$ cat src/rtl/lsu_pkg.sv
// Shared definitions for the load/store unit.
//   lsu_state_t : controller FSM states
//   F3_*        : RISC-V funct3 size/sign encodings understood by the LSU
//   f3_illegal  : helper flagging funct3 values the LSU rejects
package lsu_pkg;

    typedef enum logic [1:0] {
        IDLE = 2'd0,
        REQ  = 2'd1,
        WAIT = 2'd2,
        DONE = 2'd3
    } lsu_state_t;

    localparam logic [2:0] F3_B  = 3'b000;
    localparam logic [2:0] F3_H  = 3'b001;
    localparam logic [2:0] F3_W  = 3'b010;
    localparam logic [2:0] F3_BU = 3'b100;
    localparam logic [2:0] F3_HU = 3'b101;

    // Unsigned variants only exist for loads; 011/110/111 are never legal.
    function automatic logic f3_illegal(input logic [2:0] f3, input logic store);
        logic bad;
        bad = 1'b1;
        case (f3)
            F3_B, F3_H, F3_W: bad = 1'b0;
            F3_BU, F3_HU:     bad = store;
            default:          bad = 1'b1;
        endcase
        return bad;
    endfunction

endpackage

$ cat src/rtl/lsu_align.sv
// Combinational lane logic for the load/store unit.
// Inputs : funct3, is_store, off (addr[1:0]), wdata (rs2), mem_rdata.
// Outputs: be (byte enables), wdata_rep (lane-replicated store data),
//          load_data (aligned and extended load value),
//          misalign (offset not a multiple of access size), illegal (bad funct3).
module lsu_align
    import lsu_pkg::*;
#(
    parameter int WIDTH = 32
) (
    input  logic [2:0]       funct3,
    input  logic             is_store,
    input  logic [1:0]       off,
    input  logic [WIDTH-1:0] wdata,
    input  logic [WIDTH-1:0] mem_rdata,
    output logic [3:0]       be,
    output logic [WIDTH-1:0] wdata_rep,
    output logic [WIDTH-1:0] load_data,
    output logic             misalign,
    output logic             illegal
);

    logic [WIDTH-1:0] shifted_s;

    // Bring the addressed byte/halfword down to bit 0 before extension.
    assign shifted_s = mem_rdata >> {off, 3'b000};

    // Size decode: enables, store replication, load extension, alignment.
    always_comb begin
        be        = 4'b0000;
        wdata_rep = '0;
        load_data = '0;
        misalign  = 1'b0;
        illegal   = f3_illegal(funct3, is_store);
        case (funct3)
            F3_B, F3_BU: begin
                be        = 4'b0001 << off;
                wdata_rep = {4{wdata[7:0]}};
                if (funct3 == F3_B) begin
                    load_data = {{24{shifted_s[7]}}, shifted_s[7:0]};
                end else begin
                    load_data = {24'h000000, shifted_s[7:0]};
                end
            end
            F3_H, F3_HU: begin
                be        = 4'b0011 << off;
                wdata_rep = {2{wdata[15:0]}};
                misalign  = off[0];
                if (funct3 == F3_H) begin
                    load_data = {{16{shifted_s[15]}}, shifted_s[15:0]};
                end else begin
                    load_data = {16'h0000, shifted_s[15:0]};
                end
            end
            F3_W: begin
                be        = 4'b1111;
                wdata_rep = wdata;
                load_data = shifted_s;
                misalign  = |off;
            end
            default: begin
                be        = 4'b0000;
                wdata_rep = '0;
                load_data = '0;
                misalign  = 1'b0;
            end
        endcase
    end

endmodule

$ cat src/rtl/lsu_ctrl.sv
// Load/store unit controller sitting after the ALU of a single-cycle core.
// Ports:
//   clk, rst                       : clock, synchronous active-high reset
//   req_valid, is_store, funct3    : memory instruction from execute
//   addr, wdata                    : effective address, store data (rs2)
//   stall                          : freeze the core while an access is open
//   done, err, rdata_out           : completion pulse, error flag, load result
//   mem_req/we/addr/be/wdata       : registered request to data memory
//   mem_gnt, mem_rvalid, mem_rdata : memory handshake and read data
module lsu_ctrl
    import lsu_pkg::*;
#(
    parameter int WIDTH = 32
) (
    input  logic             clk,
    input  logic             rst,
    input  logic             req_valid,
    input  logic             is_store,
    input  logic [2:0]       funct3,
    input  logic [WIDTH-1:0] addr,
    input  logic [WIDTH-1:0] wdata,
    output logic             stall,
    output logic             done,
    output logic             err,
    output logic [WIDTH-1:0] rdata_out,
    output logic             mem_req,
    output logic             mem_we,
    output logic [WIDTH-1:0] mem_addr,
    output logic [3:0]       mem_be,
    output logic [WIDTH-1:0] mem_wdata,
    input  logic             mem_gnt,
    input  logic             mem_rvalid,
    input  logic [WIDTH-1:0] mem_rdata
);

    lsu_state_t       state_q, state_d;
    logic             is_store_q, is_store_d;
    logic [2:0]       f3_q, f3_d;
    logic [1:0]       off_q, off_d;
    logic             mem_req_q, mem_req_d;
    logic             mem_we_q, mem_we_d;
    logic [WIDTH-1:0] mem_addr_q, mem_addr_d;
    logic [3:0]       mem_be_q, mem_be_d;
    logic [WIDTH-1:0] mem_wdata_q, mem_wdata_d;
    logic [WIDTH-1:0] rdata_q, rdata_d;
    logic             done_q, done_d;
    logic             err_q, err_d;

    logic [2:0]       al_f3_s;
    logic             al_store_s;
    logic [1:0]       al_off_s;
    logic [3:0]       al_be_s;
    logic [WIDTH-1:0] al_wdata_s;
    logic [WIDTH-1:0] al_load_s;
    logic             al_misalign_s;
    logic             al_illegal_s;

    // In IDLE the aligner sees the live instruction so the request can be
    // registered on the accepting edge; afterwards it sees the latched copy
    // so read data is extracted with the access's own size and offset.
    assign al_f3_s    = (state_q == IDLE) ? funct3   : f3_q;
    assign al_store_s = (state_q == IDLE) ? is_store : is_store_q;
    assign al_off_s   = (state_q == IDLE) ? addr[1:0] : off_q;

    lsu_align #(.WIDTH(WIDTH)) u_align (
        .funct3    (al_f3_s),
        .is_store  (al_store_s),
        .off       (al_off_s),
        .wdata     (wdata),
        .mem_rdata (mem_rdata),
        .be        (al_be_s),
        .wdata_rep (al_wdata_s),
        .load_data (al_load_s),
        .misalign  (al_misalign_s),
        .illegal   (al_illegal_s)
    );

    // Next-state and next-output logic for the access FSM.
    always_comb begin
        state_d     = state_q;
        is_store_d  = is_store_q;
        f3_d        = f3_q;
        off_d       = off_q;
        mem_req_d   = mem_req_q;
        mem_we_d    = mem_we_q;
        mem_addr_d  = mem_addr_q;
        mem_be_d    = mem_be_q;
        mem_wdata_d = mem_wdata_q;
        rdata_d     = rdata_q;
        done_d      = 1'b0;
        err_d       = 1'b0;
        case (state_q)
            IDLE: begin
                if (req_valid) begin
                    is_store_d = is_store;
                    f3_d       = funct3;
                    off_d      = addr[1:0];
                    if (al_misalign_s || al_illegal_s) begin
                        // Rejected without ever touching memory.
                        state_d = DONE;
                        done_d  = 1'b1;
                        err_d   = 1'b1;
                    end else begin
                        state_d     = REQ;
                        mem_req_d   = 1'b1;
                        mem_we_d    = is_store;
                        mem_addr_d  = {addr[WIDTH-1:2], 2'b00};
                        mem_be_d    = al_be_s;
                        mem_wdata_d = al_wdata_s;
                    end
                end else begin
                    state_d = IDLE;
                end
            end
            REQ: begin
                if (mem_gnt) begin
                    mem_req_d = 1'b0;
                    if (is_store_q) begin
                        state_d = DONE;
                        done_d  = 1'b1;
                    end else if (mem_rvalid) begin
                        rdata_d = al_load_s;
                        state_d = DONE;
                        done_d  = 1'b1;
                    end else begin
                        state_d = WAIT;
                    end
                end else begin
                    state_d = REQ;
                end
            end
            WAIT: begin
                if (mem_rvalid) begin
                    rdata_d = al_load_s;
                    state_d = DONE;
                    done_d  = 1'b1;
                end else begin
                    state_d = WAIT;
                end
            end
            DONE: begin
                // Any req_valid seen here belongs to the next instruction.
                state_d = IDLE;
            end
            default: begin
                state_d = IDLE;
            end
        endcase
    end

    // State and output registers with synchronous reset.
    always_ff @(posedge clk) begin
        if (rst) begin
            state_q     <= IDLE;
            is_store_q  <= 1'b0;
            f3_q        <= 3'b000;
            off_q       <= 2'b00;
            mem_req_q   <= 1'b0;
            mem_we_q    <= 1'b0;
            mem_addr_q  <= '0;
            mem_be_q    <= 4'b0000;
            mem_wdata_q <= '0;
            rdata_q     <= '0;
            done_q      <= 1'b0;
            err_q       <= 1'b0;
        end else begin
            state_q     <= state_d;
            is_store_q  <= is_store_d;
            f3_q        <= f3_d;
            off_q       <= off_d;
            mem_req_q   <= mem_req_d;
            mem_we_q    <= mem_we_d;
            mem_addr_q  <= mem_addr_d;
            mem_be_q    <= mem_be_d;
            mem_wdata_q <= mem_wdata_d;
            rdata_q     <= rdata_d;
            done_q      <= done_d;
            err_q       <= err_d;
        end
    end

    // The core only advances in the DONE cycle.
    assign stall     = req_valid && (state_q != DONE);
    assign done      = done_q;
    assign err       = err_q;
    assign rdata_out = rdata_q;
    assign mem_req   = mem_req_q;
    assign mem_we    = mem_we_q;
    assign mem_addr  = mem_addr_q;
    assign mem_be    = mem_be_q;
    assign mem_wdata = mem_wdata_q;

endmodule

$ cat config.mk
export PLATFORM = sky130hd
export DESIGN_NAME = lsu_ctrl
export DESIGN_NICKNAME = d
export VERILOG_FILES = /design/src/rtl/lsu_pkg.sv /design/src/rtl/lsu_align.sv /design/src/rtl/lsu_ctrl.sv
export SDC_FILE = /design/constraint.sdc
export NUM_CORES = 1
export LEC_CHECK = 0
export BUFFER_PORTS_ARGS = -buffer_cell sky130_fd_sc_hd__buf_4
export CAP_MARGIN = 20
export CORE_MARGIN = 3
export CORE_UTILIZATION = 25
export DETAILED_ROUTE_END_ITERATION = 16
export PLACE_DENSITY = 0.52
export SYNTH_ARGS = -nofsm -noshare
export SYNTH_HDL_FRONTEND = slang
export SYNTH_HIERARCHICAL = 1
export SYNTH_SLANG_ARGS = --single-unit
$ cat constraint.sdc
create_clock -name clk -period 3.4 [get_ports clk]
set_clock_uncertainty 0.1 [all_clocks]
set_input_delay 0.17 -clock clk [delete_from_list [all_inputs] [get_ports clk]]
set_output_delay 0.17 -clock clk [all_outputs]
set_load 0.005 [all_outputs]
Yosys cells after proc, flatten, opt, wreduce, memory -nomap -nowiden
Index checks and enable logic that the tools add are counted.
{"block": "word_totals", "register_bits": 110, "inputBits": 105, "elab_cells": 75, "output_inout_bits": 105}
{"block": "op_classes", "reduce_logical": 16, "bitwise": 2, "shift": 3, "n_mux": 30, "eq_ne": 12}
{"operator": "$pmux 32 s3", "count": 2}
{"operator": "$mux 32", "count": 5}
{"operator": "$pmux 32 s2", "count": 1}
{"operator": "$shr 32x5->32", "count": 1}
{"operator": "$pmux 4 s3", "count": 1}
{"operator": "$mux 1", "count": 11}
{"operator": "$ne 2x2->1 const B", "count": 5}
{"operator": "$reduce_or 2->1", "count": 5}
{"operator": "$mux 2", "count": 4}
{"operator": "$pmux 2 s4", "count": 1}
{"operator": "$eq 3x3->1 const B", "count": 2}
{"operator": "$pmux 1 s2", "count": 3}
{"operator": "$reduce_and 3->1", "count": 2}
{"operator": "$eq 2x2->1 const B", "count": 2}
{"operator": "$reduce_and 4->1", "count": 1}
{"operator": "$reduce_bool 2->1", "count": 2}
{"operator": "$shl 1x2->4 const A", "count": 1}
{"operator": "$shl 2x2->4 const A", "count": 1}
{"operator": "$eq 3x1->1 const B", "count": 1}
{"operator": "$eq 3x2->1 const B", "count": 1}
{"operator": "$logic_not 3->1", "count": 1}
{"operator": "$mux 3", "count": 1}
{"operator": "$pmux 1 s3", "count": 1}
{"operator": "$reduce_or 3->1", "count": 1}
{"operator": "other kinds (6)", "count": 7}

Logic depth before layout (Yosys ltp)
Gate-level depths: netlist (run 1).
{"block": "logic_depth", "ltp_word": 9, "mapped_depth": 13, "ltp_nobuf": 8}

Hierarchy
Netlist (run 1), hierarchy kept.
{"module": "lsu_ctrl", "seq_area_each_um2": 2202.1, "instances": 1, "cells_each": 437, "area_each_um2": 4279.1}
{"module": "lsu_align", "seq_area_each_um2": 0.0, "instances": 1, "cells_each": 187, "area_each_um2": 1243.7}

Worst setup path before layout (run 1)
Ideal clock, no wire load.
{"block": "synth_path", "path_type": "register to register", "start": "reg state_q[0]", "end": "reg mem_addr_q[9], in the netlist mem_addr[9]", "arrival_ns": 2.835, "path_buffers": 5, "setup_slack_ns": 0.350, "setup_time_ns": 0.116, "path_stages_with_launch": 14, "cell_sequence": "dfxtp_1 buf_2 nor2_1 mux2_2 buf_2 nor3b_4 nor2b_1 clkbuf_1 nor2_1 nor2_1 and2_1 buf_4 buf_2 a31o_1"}
{"block": "synth_via", "elab_chain_cells": 8, "elab_cells_between_ends": 18, "classes_between": "4 x eq/ne; 5 x mux; 1 x bitwise; 8 x reduce/logical"}
{"item": "from (decl)", "line": "lsu_ctrl.sv:36", "rtl": "lsu_state_t state_q, state_d;"}
{"item": "from (signal assigned)", "line": "lsu_ctrl.sv:167", "rtl": "state_q <= state_d;"}
{"item": "$logic_not 2->1 (*)", "line": "lsu_ctrl.sv:61", "rtl": "assign al_f3_s = (state_q == IDLE) ? funct3 : f3_q;"}
{"item": "$mux 3 (*)", "line": "lsu_ctrl.sv:61"}
{"item": "net al_f3_s[0]", "line": "lsu_ctrl.sv:49", "rtl": "logic [2:0] al_f3_s;"}
{"item": "$eq 3x3->1 or $eq 3x1->1 (tied branches)", "line": "lsu_align.sv:35", "rtl": "case (funct3)"}
{"item": "$reduce_or 2->1", "line": "lsu_align.sv:35"}
{"item": "$pmux 1 s2 (*)", "line": "lsu_align.sv:35"}
{"item": "net al_misalign_s", "line": "lsu_ctrl.sv:55", "rtl": "logic al_misalign_s;"}
{"item": "$logic_or 1x1->1 (*)", "line": "lsu_ctrl.sv:98", "rtl": "if (al_misalign_s || al_illegal_s) begin"}
{"item": "$not 1->1 (no line) (*)"}
{"item": "$reduce_and 3->1 (no line) (*)"}
{"item": "to (signal assigned)", "line": "lsu_ctrl.sv:173", "rtl": "mem_addr_q <= mem_addr_d;"}
{"item": "to (decl)", "line": "lsu_ctrl.sv:42", "rtl": "logic [WIDTH-1:0] mem_addr_q, mem_addr_d;"}
Mark *: on every way through the listed nets, which the timed path passes. The rest lies on a longest branch.
A chain may end at the register's enable or synchronous reset.

Worst setup path after layout (run 1)
{"block": "layout_path", "start": "reg state_q[0]", "end": "reg mem_addr_q[7], in the netlist mem_addr[7]"}
Same word-level chain as after synthesis.

==> results of run 1 <==
## final timing paths
kind | from | cells past startpoint | to | slack [ps]
max | state_q[0] | 9 | mem_addr[7] | 560
min | wdata[24] | 4 | mem_wdata[24] | 30
max reg2reg | state_q[0] | 9 | mem_addr[7] | 560
min reg2reg | mem_wdata[6] | 2 | mem_wdata[6] | 360
## sequential cells by signal, summed over array words and instances (netlist names)
register	flops
mem_wdata	32
rdata_out	32
mem_addr	30
mem_be	4
f3_q	3
off_q	2
state_q	2
done	1
err	1
is_store_q	1
mem_req	1
mem_we	1
## tightest hold or removal path, stage by stage
cell	delay (ps)
buf_4	80
a21o_1	90
nand4_1	60
o21ai_0	70
## final cells by class
type                    instances  area (um^2)  share of cell area (%)
multi-input cells             441         2950                    37.3
repair buffers                261         2060                    26.1
flip-flops and latches        110         2200                    27.8
well taps                     275          344                    4.35
inverters                       9         35.0                   0.443
clock buffers                   9          225                    2.85
clock inverters                 7         93.8                    1.19
## power breakdown
part | internal [uW] | switching [uW]
clock network | 537 | 590
registers | 1450 | 88.8
logic | 716 | 875
## kinds of logic after synthesis
logic type / share of synthesized area (%)
other: 0.0679
multiplexers: 7.07
flip-flops: 39.9
buffers and inverters: 7.05
AND/OR/NAND/NOR: 18.1
AO/OA/AOI/OAI: 27.9
## through the flow
stage                     util, %  instances  hold slack, ps  cell area (um^2)
final                        37.1       1112            32.8              7910
after CTS                    37.1       1112            20.4              7910
after floorplan                 -        625             204              5530
after detailed placement     33.9       1060             291              7230
after global routing         37.1       1112            41.1              7910
after global placement       33.9       1060             288              7230
## metal layers
metal,track usage [%],vias to the layer above,wire length (um)
met5,0,-,0
met4,3.45,0,225
met3,6.38,17,1960
met2,25.1,187,8860
met1,20.3,2548,8420
li1,-,2673,-
## cells in the mapped netlist, drive strengths merged, types with 2 or more instances
| master | n | area share [%] |
|---|---|---|
| dfxtp | 110 | 40 |
| o21ai | 63 | 6.3 |
| nand2 | 48 | 3.3 |
| a21oi | 42 | 3.8 |
| buf | 42 | 4.9 |
| nor2 | 39 | 2.8 |
| nand2b | 36 | 4.2 |
| nand4 | 35 | 4.0 |
| a22o | 32 | 5.1 |
| a31o | 32 | 5.1 |
| mux2i | 30 | 5.4 |
| a21o | 23 | 3.1 |
| clkbuf | 23 | 1.6 |
| a211oi | 14 | 1.9 |
| nor2b | 13 | 1.5 |
| inv | 9 | 0.61 |
| mux2 | 6 | 1.2 |
| o31ai | 4 | 1.0 |
| and2 | 3 | 0.34 |
| nand3b | 3 | 0.63 |
| nor3b | 2 | 0.57 |
## timing repair
action / CTS / global route
endpoints found under the setup margin: 0 / 0
hold endpoints to repair: 37 / 0
hold buffers: 36 / 0
==> summary by stage, run 1 <==
Global routing
Global routing consumed, over all layers together, 15.8% of the routing resources. The wire length of the first global-routing pass is between 30000 and 40000 um. The largest net degree at the start of global routing is 92. The number of antenna violations at the first check in global routing was 0. The total congestion overflow is 0. The via count of the first global-routing pass is 5438.

Routing
The detailed-routing iteration count for the pre-antenna-repair pass is 4. The count of antenna-violating nets left after detailed routing is 0. After detailed routing, the average wire length per cell comes to 17.5 um. The number of design-rule violations left by the first detailed-router iteration is 302. The routed wire length is 19500 um.

For this run, design rule violations remaining after detail routing come to 0. The routed via count divided by cell count is 4.88. The total number of vias is 5425.

Yosys
The number of instances in the synthesized netlist is between 600 and 700. The synthesized design contains 0 enable-type register cells. Of the synthesized area, sequential elements account for between 30% and 40%. The post-synthesis cell area is 0.00552 mm^2. Among all flip-flop cells after synthesis, the most frequent one is dfxtp_1.

The flip-flop and latch count after synthesis is 110. Counting distinct cell types in the post-synthesis netlist gives 48. The post-synthesis average cell area is 8.85 um^2.

The number of warnings reported in the yosys synthesis log is 6. The share of flip-flops with an asynchronous set or reset after synthesis is 0%.

STA
The routed design could run at a clock period as short as 2840 ps. For this run, the top clock speed supported by timing is approximately 350 MHz. The number of max-slew violations in the final report came to 0. In the finished design, the share of the clock period the worst path needs comes to between 80% and 90%. Once routing completed, OpenROAD measured the worst setup slack at 564 ps. At the pin with the least slew margin, the transition time is 938 ps. The relative max-transition margin is approximately 37%. Setup repair after global routing left no endpoint under its margin. In the final timing run, aggregate negative setup slack is 0 ps. Setup violations remaining at the end of the flow were counted as 0. The final-report hold violation count is 0.

Power
Overall power consumption after layout is estimated at between 4000 and 5000 uW. In this run the power density over the cells is 538 mW/mm^2. In this run the static leakage power is 0.00348 uW. The maximum VDD drop is 316 uV.

Worst setup path
The sort of element at the start of the critical path is a register. The largest individual stage delay along the critical path comes from the cell mux2_2. The signal on the critical path passes through nor2_1 -> mux2_2 -> nor3b_4 -> nor2b_1 -> nor2_1 -> nor2_4 -> and2_2 -> buf_12 -> a31o_2. Grouping stages by cell kind, the critical path spends the most delay in simple AND/OR/NAND/NOR gates. The cell occurring most often along the worst timing path is nor2_1. The delay of the slowest cell on the worst path is 560 ps. Counting both buffers and inverters, the worst setup path holds a total of 1. Data arrives at the worst endpoint at roughly 3000 ps. The capturing element type of the critical path is a register. The worst path required time is 3570 ps. Along the worst path, the maximum fanout reaches 67.

The path type of the worst setup path is reg2reg.

Finish
The number of nets at the end of the flow is 937. The repair_antennas step left the layout with diodes totalling 0. Compared with the post-synthesis result, the final layout area differs by 43.3%. The most common cell after layout, fill and taps aside is buf_4.

In the layout the commonest cells are buf_4, dfxtp_1, o21ai_0. The fraction of layout cells with a size suffix above 1 is 32.6%. The number of filler instances in the final layout is 2246.

Clock tree
Clock-pin slew was measured on the worst setup and hold paths at around 100 ps. The count of buffers added by post-CTS timing repair for setup is 0. Buffers inserted during clock tree synthesis total 9. The number of gates resized after CTS was 0. CTS built an H-tree with a depth of 3. The clock sink total is 110. The tree is rooted in a clkbuf_16. At the later pin of the worst-skew pair, clock insertion delay measures 360 ps. The CTS tree is yes. Counting along the longest clock path gives a buffer depth of 2.

Die
The standard cell core area is 0.0214 mm^2. The initial utilization of the core area, before any placement, comes to 25.9%. The horizontal die dimension is 155 um. 210 I/O pins were placed. The die covers 0.0239 mm^2. From bottom edge to top edge, the die measures 155 um. The site row count is 53.

Job
The number of violations of the max-capacitance limit is 0.

Place
OpenSTA, run right after detailed placement, puts the worst setup slack at 532 ps. The final weighted congestion in routability-driven placement is approximately 0.80. The HPWL reported at the end of detailed placement is 13500 um. The count of buffers added on input and output ports is 207.

Run status
The run finished with clean final reports.

Worst hold path
The path type of the worst min-delay path is in2reg.
(Power assumes the default switching activity.)
==> run 2, diff against run 1 <==
- ABC_AREA: default -> 1
- PLACE_DENSITY: 0.52 -> 0.53
- clock period: 3.4 -> 2.5 ns (I/O delays scaled with it)
==> run 2 against run 1 <==
- non-clock buffer count increased by 10
- wire length increased by 7.3%
- clock power increased by 36%
- largest power group unchanged
- power increased by 77%
==> summary by stage, run 2 <==
Run status
Result of the run: complete, no violations (unchanged).

Finish
The most common cell after layout, fill and taps aside is nand2_1 (was buf_4). Highest-count cells in the layout ignoring fill and taps: nand2_1, buf_4, nand3_1 (was buf_4, dfxtp_1, o21ai_0). The area of all placed cells without fillers is 0.00856 mm^2 (was 0.00791 mm^2). The synthesis-to-layout area growth came to 41.4% (was 43.3%). The fraction of layout cells with a size suffix above 1 was 31.5% (was 32.6%).

The number of nets at the end of the flow was 1210 (was 937). The antenna diode count is 0 (unchanged). The final standard cell utilization of the core is 36.3% (was 37.1%).

The non-filler instance count after layout was 1429 (was 1112). The number of filler instances in the final layout is 2557 (was 2246).

STA
The relative max-transition margin is 33.1% (was 37.5%). The final-report hold violation count is 0 (unchanged). The accumulated negative setup slack is 0 ps (unchanged). The measured slew at the worst slew-check pin was 1000 ps (was 938 ps). RSZ-0062 raised after global routing: false (unchanged). The share of the cycle needed by the critical path after routing is 91.5% (was 83.4%). The count of endpoints failing setup in the final report is 0 (unchanged). The post-layout minimum cycle time was 2290 ps (was 2840 ps).

The number of max-slew violations in the final report is 0 (unchanged). The fmax is 437 MHz (was 353 MHz).

Global routing
The via count of the first global-routing pass is 6193 (was 5438). The total global-route track usage is 15.8% (about the same). The total congestion overflow is 0 (unchanged).

The number of antenna violations at the first check in global routing is 0 (unchanged). The wire length of the first global-routing pass is 33400 um (was 30400 um). The largest net degree at the start of global routing is 73 (was 92).

Worst setup path
The terminus of the critical flop-to-flop path is mem_addr[2] (was mem_addr[7]). The master of the slowest instance on the critical path was dfxtp_1 (was mux2_2). The count of buffer and inverter cells on the critical path is 4 (was 1). The origin of the critical flop-to-flop path is state_q[0] (unchanged). The sort of element at the start of the critical path is a register (unchanged). The flop-to-flop setup slack came to 210 ps (was 560 ps). The path type of the worst setup path is reg2reg (unchanged). The cell family contributing the most delay on the critical path is simple AND/OR/NAND/NOR gates (unchanged). The cell occurring most often along the worst timing path is nor2_4 (was nor2_1).

The worst path required time is 2680 ps (was 3570 ps). The arrival time reported for the critical path endpoint is 2470 ps (was 3010 ps). The delay of the slowest cell on the worst path came to 370 ps (was 560 ps).

Cell breakdown of the critical path: nor2_4 -> buf_4 -> nand2_1 -> o21ai_0 -> nor2_2 -> nand2_4 -> inv_4 -> nor2_4 -> inv_2 -> nand2_1 -> nor2_4 -> buf_6 -> nand3_1 -> a21oi_1 (was nor2_1 -> mux2_2 -> nor3b_4 -> nor2b_1 -> nor2_1 -> nor2_4 -> and2_2 -> buf_12 -> a31o_2). The capturing element type of the critical path is a register (unchanged). The worst-path maximum fanout is 26 (was 67). The logic depth of the worst register-to-register path came to 14 (was 9).

Clock tree
The insertion delay to the later sink of the worst-skew pair was 360 ps (about the same). The clock tree root buffer cell was clkbuf_16 (unchanged). The maximum clock path buffer count was 2 (unchanged). The clock sink total is 110 (unchanged). The count of buffers added by post-CTS timing repair for setup came to 0 (unchanged).

The number of CTS-inserted buffers is 9 (unchanged). The CTS tree is yes (unchanged). The clock transition at the register clock pins on the worst setup and hold paths after CTS is 80 ps (was 100 ps).

The maximum level of the CTS H-tree is 3 (unchanged).

Yosys
The share of flip-flops with an asynchronous set or reset after synthesis is 0% (unchanged). Largest cells by area after synthesis: dfxtp_1, nand2_1, nand3_1 (was dfxtp_1, mux2i_1, a22o_1). The post-synthesis average cell area was 6.81 um^2 (was 8.85 um^2).

The post-synthesis cell area is 0.00606 mm^2 (was 0.00552 mm^2). The number of enable flip-flop cells after synthesis is 0 (unchanged). The number of instances in the synthesized netlist was 889 (was 624). The number of warnings reported in the yosys synthesis log is 6 (unchanged). The most repeated cell in the gate-level netlist after synthesis is nand2_1 (was dfxtp_1). The top-area cell type share of the netlist area is 36.4% (was 39.9%). The most used flip-flop cell after synthesis is dfxtp_1 (unchanged). The count of distinct cell types in the synthesized netlist is 25 (was 48). Most frequent cells after synthesis: nand2_1, nand3_1, dfxtp_1 (was dfxtp_1, o21ai_0, nand2_1). The fraction of the yosys area taken by sequential cells is 36.4% (was 39.9%). The flip-flop and latch count after synthesis came to 110 (unchanged). The cell type contributing the most total cell area after synthesis is dfxtp_1 (unchanged).

Routing
The number of design-rule violations left by the first detailed-router iteration was 443 (was 302). The number of remaining DRC errors came to 0 (unchanged). The total number of vias is 6385 (was 5425). The routed wire length is 20900 um (was 19500 um).

The average wire per standard cell was 14.6 um (was 17.5 um). The routed via count divided by cell count is 4.47 (was 4.88). The count of antenna-violating nets left after detailed routing is 0 (unchanged).

The detailed-routing iteration count for the pre-antenna-repair pass came to 5 (was 4).

Place
The HPWL reported at the end of detailed placement came to 14800 um (was 13500 um). The count of input and output buffers is 207 (unchanged). The cell area reported after detailed placement was 0.00786 mm^2 (was 0.00723 mm^2). The cell count after placement is 1376 (was 1060). The final weighted congestion in routability-driven placement is 0.821 (was 0.804).

Die
The site row count is 56 (was 53). The area of the die is 0.0261 mm^2 (was 0.0239 mm^2). The y dimension of the die is 162 um (was 155 um).

The horizontal die dimension is 162 um (was 155 um). The standard cell core area is 0.0236 mm^2 (was 0.0214 mm^2). The number of top-level pins was 210 (unchanged).

The effective utilization at floorplan is 25.6% (was 25.9%).

Power
The power density over the cells is 880 mW/mm^2 (was 538 mW/mm^2). The reported leakage power is 0.00394 uW (was 0.00348 uW). The maximum VDD drop is 436 uV (was 316 uV).

Worst hold path
The worst min-delay path endpoint is state_q[0] (was mem_wdata[24]). The number of cells on the worst hold path is 3 (was 4). The path type of the worst min-delay path is in2reg (unchanged). The source of the worst hold timing path is mem_rvalid (was wdata[24]).

Job
The number of violations of the max-capacitance limit is 0 (unchanged).
run 2: cell types whose count changed after synthesis, moves of 27 or more:
| cell | change |
|---|---|
| nand3_2 | +31 |
| nand2_1 | +223 |
| nand3_1 | +123 |
| a31o_1 | -29 |
| o21ai_0 | -27 |
| a21oi_2 | +30 |
| a22o_1 | -32 |
| nand2b_1 | -35 |
| mux2i_1 | -30 |
| inv_1 | +51 |
| a21oi_1 | +34 |
| nand4_1 | -35 |
run 2: timing repair:
action | in CTS | in global routing
hold buffers | 37 | 0
setup endpoints to repair | 0 | 53
resized for setup | 0 | 4
endpoints found under the hold margin | 38 | 0
run 2: cells by family after synthesis:
| family | after synthesis | share of synthesized area, % |
|---|---|---|
| AND/OR/NAND/NOR | 513 | 39.4 |
| other | 1 | 0.0619 |
| buffers and inverters | 133 | 11.3 |
| AO/OA/AOI/OAI | 132 | 12.9 |
| flip-flops | 110 | 36.4 |
run 2: metrics by stage:
step | setup WS, ps | hold WS [ps] | power, uW
global placement | 161 | 300 | 5990
CTS | 55.8 | 15.3 | 7610
global route | 2.54 | 25.2 | 8180
detailed placement | 72.2 | 303 | 6000
floorplan | -41.6 | 174 | 4740
finish | 213 | 28.7 | 7540
run 2: power breakdown:
| group | total [uW] | switching (uW) | internal, uW |
|---|---|---|---|
| registers | 2260 | 181 | 2080 |
| logic | 3740 | 2260 | 1480 |
| clock network | 1540 | 808 | 733 |
| total | 7540 | 3250 | 4280 |
run 2: routing by layer:
layer | GRT usage [%] | wire length, um | vias to the layer above
met5 | 0 | 0 | -
li1 | - | - | 3278
met3 | 4.54 | 1690 | 21
met1 | 21.0 | 9240 | 2887
met4 | 4.30 | 343 | 0
met2 | 25.0 | 9640 | 199
run 2: worst max-delay path by stage:
| stage | end | from | slack (ps) | depth (start not counted) |
|---|---|---|---|---|
| detailed placement | mem_wdata[29] | state_q[0] | 70 | 14 |
| floorplan | mem_addr[14] | state_q[1] | -40 | 15 |
| global route | mem_wdata[5] | state_q[0] | 3 | 14 |
| global placement | mem_wdata[28] | state_q[0] | 160 | 14 |
| finish | mem_addr[2] | state_q[0] | 210 | 14 |
| CTS | mem_wdata[29] | state_q[0] | 60 | 14 |
run 2: worst min-delay path: cells and delay by family:
family	cells	cell delay, ps
simple gates	1	90
buf+inv	1	120
compound gates	1	90
run 2: area by class of cell:
cell class,count,area (um^2),area share [%]
Clock inverter,7,93.8,1.10
Inverter,66,253,2.95
Tap cell,319,399,4.66
Timing Repair Buffer,271,2210,25.9
Clock buffer,9,225,2.63
Multi-Input combinational cell,647,3180,37.1
Sequential cell,110,2200,25.7
==> run 3, diff against run 2 <==
- PLACE_DENSITY: 0.53 -> 0.54
- SYNTH_HIERARCHICAL: 1 -> default
==> run 3 against run 2 <==
- non-clock buffer count decreased by 6
- synthesized cell count decreased by 7.2%
- sequential power increased by 5%
- worst hold slack got worse by 14 ps
- die area decreased by 12%
- maximum frequency increased by 1.1%
- wire length decreased by 8.6%
- via count decreased by 8.4%
- final cell count decreased by 7.1%
- highest routed layer unchanged
==> summary by stage, run 3 <==
Routing
The total number of vias was 5849 (was 6385). The number of remaining DRC errors is 0 (unchanged). The routed via count divided by cell count is 4.41 (was 4.47). The detailed-routing iteration count for the pre-antenna-repair pass is 6 (was 5). The average wire per standard cell is 14.4 um (was 14.6 um). The count of antenna-violating nets left after detailed routing is 0 (unchanged). The number of design-rule violations left by the first detailed-router iteration was 299 (was 443). The routed wire length was 19100 um (was 20900 um).

Die
The horizontal die dimension is 152 um (was 162 um). The standard cell core area was 0.0205 mm^2 (was 0.0236 mm^2). The effective utilization at floorplan is 25.8% (was 25.6%). The site row count is 52 (was 56). The number of top-level pins was 210 (unchanged).

The area of the die is 0.0230 mm^2 (was 0.0261 mm^2). The y dimension of the die came to 152 um (was 162 um).

Clock tree
The insertion delay to the later sink of the worst-skew pair is 350 ps (was 360 ps). The number of CTS-inserted buffers is 9 (unchanged). The CTS tree is yes (unchanged). The clock tree root buffer cell was clkbuf_16 (unchanged). The maximum level of the CTS H-tree came to 3 (unchanged). The clock transition at the register clock pins on the worst setup and hold paths after CTS is 80 ps (about the same). The maximum clock path buffer count is 2 (unchanged). The count of buffers added by post-CTS timing repair for setup came to 0 (unchanged). The clock sink total is 110 (unchanged).

Yosys
Largest cells by area after synthesis: dfxtp_1, nand2_1, nor2_1 (was dfxtp_1, nand2_1, nand3_1). The number of warnings reported in the yosys synthesis log came to 0 (was 6). The number of instances in the synthesized netlist is 825 (was 889). The post-synthesis cell area is 0.00529 mm^2 (was 0.00606 mm^2).

The count of distinct cell types in the synthesized netlist came to 27 (was 25). The number of enable flip-flop cells after synthesis is 0 (unchanged). The flip-flop and latch count after synthesis is 110 (unchanged). The top-area cell type share of the netlist area is 41.6% (was 36.4%).

The most used flip-flop cell after synthesis is dfxtp_1 (unchanged). The post-synthesis average cell area was 6.42 um^2 (was 6.81 um^2). The cell type contributing the most total cell area after synthesis is dfxtp_1 (unchanged). Most frequent cells after synthesis: nand2_1, nor2_1, dfxtp_1 (was nand2_1, nand3_1, dfxtp_1).

The most repeated cell in the gate-level netlist after synthesis is nand2_1 (unchanged). The fraction of the yosys area taken by sequential cells is 41.6% (was 36.4%). The share of flip-flops with an asynchronous set or reset after synthesis is 0% (unchanged).

Finish
The non-filler instance count after layout is 1327 (was 1429). The number of nets at the end of the flow is 1157 (was 1210). The antenna diode count is 0 (unchanged). The fraction of layout cells with a size suffix above 1 came to 24.2% (was 31.5%).

The number of filler instances in the final layout is 2226 (was 2557). The synthesis-to-layout area growth is 48.1% (was 41.4%). The most common cell after layout, fill and taps aside was nand2_1 (unchanged). Highest-count cells in the layout ignoring fill and taps: nand2_1, buf_4, nor2_1 (was nand2_1, buf_4, nand3_1).

Worst hold path
The path type of the worst min-delay path is in2reg (unchanged). The source of the worst hold timing path is wdata[11] (was mem_rvalid). The number of cells on the worst hold path is 5 (was 3). The worst min-delay path endpoint is mem_wdata[11] (was state_q[0]).

Global routing
The total global-route track usage is 16.1% (was 15.8%). The via count of the first global-routing pass is 5340 (was 6193). The largest net degree at the start of global routing is 64 (was 73). The number of antenna violations at the first check in global routing is 0 (unchanged).

The wire length of the first global-routing pass is 29000 um (was 33400 um). The total congestion overflow is 0 (unchanged).

Place
The cell count after placement came to 1266 (was 1376). The HPWL reported at the end of detailed placement is 14100 um (was 14800 um). The count of input and output buffers is 207 (unchanged). The final weighted congestion in routability-driven placement is 0.835 (was 0.821).

Power
The internal cell power is 4300 uW (was 4280 uW). The power density over the cells is 923 mW/mm^2 (was 880 mW/mm^2). The switching share of power is 40.6% (was 43.2%). The reported leakage power is 0.00374 uW (was 0.00394 uW). The relative contribution of sequential cells to total power is 32.7% (was 29.9%). The net switching power is 2930 uW (was 3250 uW). The power consumption is 7230 uW (was 7540 uW). The combinational group share of total power is 46.3% (was 49.6%). The maximum VDD drop is 281 uV (was 436 uV).

The part of the power in the clock network came to 21.0% (was 20.4%).

Worst setup path
The origin of the critical flop-to-flop path is state_q[1] (was state_q[0]). The terminus of the critical flop-to-flop path is mem_be[3] (was mem_addr[2]). The worst-path maximum fanout is 59 (was 26). The sort of element at the start of the critical path is a register (unchanged). The capturing element type of the critical path is a register (unchanged). The path type of the worst setup path is reg2reg (unchanged). The logic depth of the worst register-to-register path is 10 (was 14). The flop-to-flop setup slack is 240 ps (was 210 ps). The arrival time reported for the critical path endpoint is 2410 ps (was 2470 ps). The worst path required time came to 2640 ps (was 2680 ps).

STA
The post-layout minimum cycle time is 2260 ps (was 2290 ps). The number of max-slew violations in the final report came to 0 (unchanged). The final-report hold violation count was 0 (unchanged).

The count of endpoints failing setup in the final report is 0 (unchanged). The relative max-transition margin came to 53.8% (was 33.1%). The share of the cycle needed by the critical path after routing is 90.5% (was 91.5%).

The fmax was 442 MHz (was 437 MHz). The measured slew at the worst slew-check pin is 691 ps (was 1000 ps). The worst-case hold slack was 14.4 ps (was 28.7 ps).

Job
The number of violations of the max-capacitance limit was 0 (unchanged).

Run status
Result of the run: complete, no violations (unchanged).
==> run 3: per-stage QoR <==
step	setup WS, ps	TNS (ps)	util [%]	instance area (um^2)
floorplan	652	0	-	5300
global route	-3.48	-4.73	38.2	7840
global placement	214	0	34.5	7070
CTS	108	0	38.2	7830
finish	238	0	38.2	7840
detailed placement	121	0	34.5	7070
==> run 3: timing repair <==
item,CTS,global route
gates resized for setup,0,1
hold buffers,45,0
endpoints found under the hold margin,45,0
endpoints found under the setup margin,0,41
==> run 3: worst max path at each step <==
stage | start | end
after detailed placement | state_q[1] | mem_wdata[26]
after global routing | state_q[1] | mem_wdata[26]
final | state_q[1] | mem_be[3]
after floorplan | state_q[1] | mem_wdata[0]
after global placement | state_q[1] | mem_wdata[29]
after CTS | state_q[1] | mem_be[3]
==> run 3: cell families after synthesis <==
| group | after synthesis | synth area share [%] |
|---|---|---|
| AOI/OAI and AO/OA | 130 | 12.6 |
| buffers and inverters | 96 | 7.87 |
| DFF | 110 | 41.6 |
| other | 1 | 0.0709 |
| and+or+nand+nor | 488 | 37.8 |
==> run 3: metal layers <==
metal	GRT usage (%)	vias up	routed length, um	part of all wire [%]
li1	-	3073	-	-
met1	22.6	2574	9180	48
met2	24.6	164	8350	44
met3	2.29	38	912	4.8
met4	7.23	0	665	3.5
met5	0	-	0	0
==> run 3: power groups by stage <==
stage	sequential, uW	clock, uW	combinational (uW)
5_1_grt	2410	1640	3800
4_1_cts	2370	1580	3370
3_5_place_dp	2410	0	3300
6_report	2370	1520	3350
3_3_place_gp	2400	0	3300
2_1_floorplan	2410	0	2000
==> run 3: area by class of cell <==
class | count | area (um^2) | share of cell area, %
timing repair buffer | 265 | 2130 | 27.1
tap | 270 | 338 | 4.31
inverter | 46 | 173 | 2.20
sequential | 110 | 2200 | 28.1
clock buffer | 11 | 243 | 3.10
multi-input combinational | 620 | 2690 | 34.3
clock inverter | 5 | 63.8 | 0.814
==> run 3: worst max-delay path, stage by stage (launching register included) <==
cell and delay (ps):
dfxtp_1 380, nor2_4 250, nand2_1 160, nand2_2 170, nand2_2 90, nand2_1 80
nand2_1 90, nor2_4 220, nand2_8 250, o21ai_0 270, nor2_1 50
